<file path="src/rtl/rsa_loader_pkg.sv">
// rsa_loader_pkg: shared FSM states, load-word type encodings and bus widths
// for the RSA operand loader.
package rsa_loader_pkg;
  localparam int ADDR_W = 8;
  localparam int DATA_W = 32;
  typedef enum logic [2:0] {IDLE, RD_KEY, RD_N, RD_MSG, RUN, DONE} state_t;
  localparam logic [1:0] SEL_KEY = 2'd0;
  localparam logic [1:0] SEL_N   = 2'd1;
  localparam logic [1:0] SEL_MSG = 2'd2;
endpackage

</file>
<file path="src/rtl/rsa_loader_rd_pipe.sv">
// rsa_rd_pipe: SRAM issue counter, presented-word counter and ld_valid handshake;
// issue runs key -> N -> message without bubbles and stops at the end of the block.
module rsa_rd_pipe import rsa_loader_pkg::*; #(
  parameter int OP_WORDS = 64
) (
  input  logic       clk,
  input  logic       rst_n,
  input  logic       kick,
  input  logic [1:0] kick_sel,
  input  logic       ld_ready,
  output logic       sram_en,
  output logic       iss_act,
  output logic [1:0] iss_sel,
  output logic [5:0] iss_idx,
  output logic       ld_valid,
  output logic [1:0] pre_sel,
  output logic [5:0] pre_idx,
  output logic       hs_last
);
  logic       iss_act_q, iss_act_d, ld_valid_q, ld_valid_d, iss_last;
  logic [1:0] iss_sel_q, iss_sel_d, pre_sel_q, pre_sel_d;
  logic [5:0] iss_idx_q, iss_idx_d, pre_idx_q, pre_idx_d;
  assign iss_last = iss_idx_q == 6'(OP_WORDS - 1);
  assign sram_en  = iss_act_q && (!ld_valid_q || ld_ready);
  assign hs_last  = ld_valid_q && ld_ready && pre_idx_q == 6'(OP_WORDS - 1);
  assign iss_act  = iss_act_q;
  assign iss_sel  = iss_sel_q;
  assign iss_idx  = iss_idx_q;
  assign ld_valid = ld_valid_q;
  assign pre_sel  = pre_sel_q;
  assign pre_idx  = pre_idx_q;
  always_comb begin
    iss_act_d = iss_act_q;
    iss_sel_d = iss_sel_q;
    iss_idx_d = iss_idx_q;
    if (kick) begin
      iss_act_d = 1'b1;
      iss_sel_d = kick_sel;
      iss_idx_d = '0;
    end else if (sram_en) begin
      iss_act_d = !(iss_last && iss_sel_q == SEL_MSG);
      iss_sel_d = (iss_last && iss_sel_q != SEL_MSG) ? iss_sel_q + 2'd1 : iss_sel_q;
      iss_idx_d = iss_last ? '0 : iss_idx_q + 6'd1;
    end
    // The presented word is simply the word issued one cycle earlier.
    ld_valid_d = sram_en || (ld_valid_q && !ld_ready);
    pre_sel_d  = sram_en ? iss_sel_q : pre_sel_q;
    pre_idx_d  = sram_en ? iss_idx_q : pre_idx_q;
  end
  always_ff @(posedge clk or negedge rst_n) begin
    if (!rst_n) begin
      iss_act_q  <= 1'b0;
      iss_sel_q  <= '0;
      iss_idx_q  <= '0;
      ld_valid_q <= 1'b0;
      pre_sel_q  <= '0;
      pre_idx_q  <= '0;
    end else begin
      iss_act_q  <= iss_act_d;
      iss_sel_q  <= iss_sel_d;
      iss_idx_q  <= iss_idx_d;
      ld_valid_q <= ld_valid_d;
      pre_sel_q  <= pre_sel_d;
      pre_idx_q  <= pre_idx_d;
    end
  end
endmodule

</file>
<file path="src/rtl/rsa_operand_loader.sv">
// rsa_operand_loader: streams key, modulus and message blocks from the operand SRAM
// into the RSA core. RSA_KEY_REUSE_EN adds reuse_key to skip reloading key and N.
module rsa_operand_loader import rsa_loader_pkg::*; #(
  parameter int OP_WORDS = 64,
  parameter int NUM_BLK  = 1,
  parameter int KEY_BASE = 64,
  parameter int N_BASE   = 128,
  parameter int MSG_BASE = 0
) (
  input  logic              clk,
  input  logic              rst_n,
  input  logic              start,
`ifdef RSA_KEY_REUSE_EN
  input  logic              reuse_key,
`endif
  output logic              busy,
  output logic              done,
  output logic              sram_en,
  output logic [ADDR_W-1:0] sram_addr,
  input  logic [DATA_W-1:0] sram_data,
  output logic              ld_valid,
  input  logic              ld_ready,
  output logic [1:0]        ld_sel,
  output logic [5:0]        ld_idx,
  output logic [DATA_W-1:0] ld_word,
  output logic [7:0]        blk_idx,
  output logic              core_start,
  input  logic              core_done
);
  if (OP_WORDS < 1 || OP_WORDS > 64 || NUM_BLK < 1 || NUM_BLK > 255 ||
      KEY_BASE + OP_WORDS > 256 || N_BASE + OP_WORDS > 256 ||
      MSG_BASE + NUM_BLK * OP_WORDS > 256) begin : g_bad_cfg
    $error("rsa_operand_loader: operand region does not fit the 256-word SRAM");
  end
  state_t     state_q, state_d;
  logic [7:0] blk_q, blk_d;
  logic       core_start_q, core_start_d, kick, iss_act, hs_last, skip_key;
  logic [1:0] kick_sel, iss_sel;
  logic [5:0] iss_idx;
`ifdef RSA_KEY_REUSE_EN
  logic key_loaded_q, key_loaded_d;
  assign skip_key     = reuse_key && key_loaded_q;
  assign key_loaded_d = key_loaded_q || state_q == DONE;
  always_ff @(posedge clk or negedge rst_n) begin
    if (!rst_n) key_loaded_q <= 1'b0;
    else key_loaded_q <= key_loaded_d;
  end
`else
  assign skip_key = 1'b0;
`endif
  rsa_rd_pipe #(.OP_WORDS(OP_WORDS)) u_pipe (
    .clk      (clk),
    .rst_n    (rst_n),
    .kick     (kick),
    .kick_sel (kick_sel),
    .ld_ready (ld_ready),
    .sram_en  (sram_en),
    .iss_act  (iss_act),
    .iss_sel  (iss_sel),
    .iss_idx  (iss_idx),
    .ld_valid (ld_valid),
    .pre_sel  (ld_sel),
    .pre_idx  (ld_idx),
    .hs_last  (hs_last)
  );
  always_comb begin
    state_d      = state_q;
    blk_d        = blk_q;
    core_start_d = 1'b0;
    kick         = 1'b0;
    kick_sel     = SEL_KEY;
    unique case (state_q)
      IDLE: if (start) begin
        state_d  = skip_key ? RD_MSG : RD_KEY;
        kick_sel = skip_key ? SEL_MSG : SEL_KEY;
        kick     = 1'b1;
        blk_d    = '0;
      end
      RD_KEY: state_d = hs_last ? RD_N : RD_KEY;
      RD_N:   state_d = hs_last ? RD_MSG : RD_N;
      RD_MSG: if (hs_last) begin
        state_d      = RUN;
        core_start_d = 1'b1;
      end
      RUN: if (core_done) begin
        if (blk_q != 8'(NUM_BLK - 1)) begin
          state_d  = RD_MSG;
          blk_d    = blk_q + 8'd1;
          kick     = 1'b1;
          kick_sel = SEL_MSG;
        end else begin
          state_d = DONE;
        end
      end
      DONE:    state_d = IDLE;
      default: state_d = IDLE;
    endcase
  end
  always_ff @(posedge clk or negedge rst_n) begin
    if (!rst_n) begin
      state_q      <= IDLE;
      blk_q        <= '0;
      core_start_q <= 1'b0;
    end else begin
      state_q      <= state_d;
      blk_q        <= blk_d;
      core_start_q <= core_start_d;
    end
  end
  // Address is forced to zero while nothing is being fetched.
  assign sram_addr  = !iss_act ? '0 :
                      (iss_sel == SEL_KEY ? 8'(KEY_BASE) :
                       iss_sel == SEL_N   ? 8'(N_BASE)   :
                       8'(MSG_BASE) + blk_q * 8'(OP_WORDS)) + {2'b00, iss_idx};
  assign busy       = state_q != IDLE;
  assign done       = state_q == DONE;
  assign core_start = core_start_q;
  assign blk_idx    = blk_q;
  assign ld_word    = sram_data;
endmodule

</file>
<file path="config.mk">
export PLATFORM = sky130hd
export DESIGN_NAME = rsa_operand_loader
export DESIGN_NICKNAME = d
export VERILOG_FILES = /design/src/rtl/rsa_loader_pkg.sv /design/src/rtl/rsa_loader_rd_pipe.sv /design/src/rtl/rsa_operand_loader.sv
export SDC_FILE = /design/constraint.sdc
export NUM_CORES = 1
export LEC_CHECK = 0
export ABC_AREA = 0
export BUFFER_PORTS_ARGS = -buffer_cell sky130_fd_sc_hd__buf_2
export CORE_MARGIN = 2
export CORE_UTILIZATION = 45
export CTS_CLUSTER_DIAMETER = 40
export DETAILED_ROUTE_END_ITERATION = 10
export PLACE_DENSITY = 0.8
export REMOVE_ABC_BUFFERS = 1
export SYNTH_ARGS = -nofsm -noshare
export SYNTH_HDL_FRONTEND = slang
export SYNTH_SLANG_ARGS = --single-unit
</file>
<file path="constraint.sdc">
create_clock -name clk -period 2 [get_ports clk]
set_input_delay 0.2 -clock clk [delete_from_list [all_inputs] [get_ports clk]]
set_output_delay 0.2 -clock clk [all_outputs]
set_load 0.05 [all_outputs]
</file>
==> results.md <==
* Total CTS buffers at 5
* Reg2Reg Setup Slack at between 150 and 200 ps
* Int Power at between 1000 and 1500 µW
* CP Capture Type: flip-flop
* Post-DP HPWL at roughly 3400 µm
* Max Slew Vio Count at 0
* # resized after CTS at 0
* EDFF count, synth at 0
* FF-to-FF End: u_pipe.iss_act$_DFFE_PN0P_
* DRC at 0
* Sequential Power Share at 0.367
* Fin util at 0.5028
* Grt ovf at 0
* Initial antenna violation count at 0
* CP startpoint kind: flip-flop
* Post-synth ARST share at 1.000
* Vias in the first global route at roughly 1300
* Final clock period utilization by the worst path at 0.9184
* Vias at 1398
* Hold Slack at approximately 340 ps
* Cell depth of the worst hold path at 4
* Overall Global Routing Usage at 0.2178
* CTS sink cnt at 30
* Die height at about 70 µm
* HP Class: in -> reg
* Final hold viol count at 0
* Yosys warning count at 0
* Max Cap Viol at 0
* Start of the worst register-to-register path: blk_idx[1]$_DFFE_PN0P_
* Sequential fraction of the synthesis area at 0.4062
* First-pass GRT wire length at between 7000 and 8000 µm
* Ys flop type: dfrtp_1
* RSZ-0062 raised after global routing: false
* Synth Area in Compound Gates at 0.09614
* Worst-Skew Late Latency at 290 ps
* Hold_sp: ld_ready
* CP arrival at between 2000 and 2500 ps
* Max Buffers Root-to-Sink at 2
* Simple logic cell fraction of the synthesized area at 0.2214
* TNS Setup at 0 ps
* Slew headroom at 0.5467
* Origin of the worst setup path: blk_idx[1]$_DFFE_PN0P_
* Yosys cell types at 42
* TritonCTS clock tree: done
* XOR/XNOR Fraction of Synth Area at 0.03791
* Mux share of post-synthesis cell area at 0.05349
* Nets at 240
* Port bufs at 33
* Largest family of logic cells by synthesized area: simple AND/OR/NAND/NOR gates
* Pleak at around 0.00094 µW
* Net switching power at around 750 µW
* Postcts setup bufs at 0
* Sw Share at 0.3539
* Via/cell ratio at between 5 and 6
* WHS Endpoint: state_q[0]$_DFFE_PN0P_
* Hold Buf Count CTS at 1
* Worst Path Required at between 2000 and 2500 ps
* Final non-filler cell total at 250
* Drt wl/cell at between 15 and 20 µm
* WS Path Type: reg -> reg
* Post-Route WL at roughly 4700 µm
* Status: complete, no violations
* Layout overhead on the synthesized area at 8.057%
* F_max at between 500 and 600 MHz
* H-Tree Level Count at 2
* Root Buffer: clkbuf_8
* Post-route ant nets at 0
* R2R cell count at 6
* Final clock skew at roughly 8.3 ps
* Gpl congestion at 0.7976
* I/O pin cnt at 98
* Cells after DPL at 241
* Clk pwr share at 0.365
* Crit path max fanout at 8
* Slew @ Worst Pin at ~700 ps
* Synth Area in Adders at 0.02708
* Starting density of the core at 0.4653
* Initial drt markers at around 110
* Endpoints failing setup at 0
* Die ar. at around 4600 µm²
* #FFs+latches synth at 30
* Share of cells above drive strength 1 at 0.3100
* Ant diodes at 0
* Synthesized cell area at roughly 1800 µm²
* Drt pass-1 iters at 4
* Comb pwr share at 0.269
* Post-synthesis average cell area at 9.726 µm²
* Clk slew on worst S/H paths at approximately 70 ps
* Minimum clock period at 1837 ps
* Maximum VDD drop at roughly 0.56 mV
* PD cells at 1067 nW/µm²
* Final Power at around 2100 µW
* Largest net degree at the start of global routing at 31
* Core area at slightly below 4000 µm²
* Gate Count Post-Synth at 190
* Row cnt at 23
* Die width at approximately 70 µm
final cells by class:
| type | count | area, µm² |
|---|---|---|
| repair buffers | 39 | 212.7 |
| multi-input cells | 117 | 805.8 |
| fillers | 369 | 1974 |
| flip-flops and latches | 30 | 750.7 |
| clock buffers | 6 | 82.58 |
| clock inverters | 2 | 60.06 |
| inverters | 6 | 22.52 |
| well taps | 50 | 62.56 |
layout by cell type (no fill, tap or decap), types with 3 or more instances in the layout:
| cell | instances |
|---|---|
| buf_4 | 5 |
| nor2_1 | 11 |
| and2_1 | 9 |
| nand3_1 | 5 |
| buf_2 | 33 |
| nand2_1 | 19 |
| ha_1 | 4 |
| mux2_2 | 7 |
| a21oi_1 | 8 |
| or3_1 | 3 |
| inv_1 | 6 |
| o21ai_0 | 4 |
| dfrtp_1 | 30 |
| nand2b_1 | 4 |
| xnor2_1 | 6 |
| clkbuf_8 | 6 |
| o31ai_1 | 3 |
| nand4_1 | 4 |
metrics by stage:
step / area, µm² / setup slack (ps)
floorplan: 1579 / 10.02
finish: 1997 / 163.2
global route: 1997 / 62.36
CTS: 1997 / 175.8
detailed placement: 1844 / 186.2
global placement: 1844 / 254.9
cells by family (layout without fill, tap and decap cells):
group | after synthesis | after routing
buf+inv | 43 | 53
mux | 9 | 9
fa+ha+maj | 4 | 4
flops | 30 | 30
xor+xnor | 8 | 8
compound gates | 25 | 25
simple gates | 71 | 71
power groups by stage:
stage	Sequential [µW]	Combinational (µW)	Clock, µW
after floorplan	905	299	0
after global placement	787	561	0
after detailed placement	789	573	0
after CTS	779	575	781
after global routing	794	610	809
final	782	573	777
worst max-delay path, cell delays in order, from the launching register on:
cell and delay (ps):
dfrtp_1 430, inv_1 100, ha_1 140, nor3b_2 340
a21bo_2 240, nand2_1 190, or2_1 280
synth_stat cells (3+ instances only):
cell type  number  area, µm²
buf_4          32      240.2
nand2_1        19      71.32
xnor2_1         6      52.55
a21oi_1         8      40.04
nand3_1         5      25.02
mux2_2          7      78.83
and2_1          9      56.30
nor2_1         11      41.29
nand4_1         4      25.02
or3_1           3      18.77
dfrtp_1        30      750.7
o31ai_1         3      22.52
o21ai_0         4      20.02
ha_1            4      50.05
nand2b_1        4      25.02
inv_1           6      22.52
registers in the layout, indices dropped and copies added, names as in the netlist:
signal and cells:
core_start 1, u_pipe.iss_act 1, u_pipe.ld_valid 1, u_pipe.pre_idx 6, state_q 3, u_pipe.iss_sel 2, u_pipe.pre_sel 2, u_pipe.iss_idx 6
blk_idx 8
routing by layer:
layer | wire length, µm | GRT usage | part of all wire
met1 | 1931 | 0.2644 | 0.41
met2 | 1888 | 0.2852 | 0.41
met3 | 710 | 0.1546 | 0.15
met4 | 73 | 0.08000 | 0.016
met5 | 51 | 0.1375 | 0.011
how the worst max path moves through the flow:
stage | end | slack (ps) | cells after the start
finish | u_pipe.iss_act$_DFFE_PN0P_ | 160 | 6
global route | u_pipe.iss_act$_DFFE_PN0P_ | 60 | 6
CTS | u_pipe.iss_act$_DFFE_PN0P_ | 180 | 6
detailed placement | u_pipe.iss_sel[1]$_DFFE_PN0P_ | 190 | 5
global placement | u_pipe.iss_act$_DFFE_PN0P_ | 250 | 6
floorplan | u_pipe.iss_idx[3]$_DFFE_PN0P_ | 10 | 5
No activity file was read; power rests on OpenSTA's default activity.
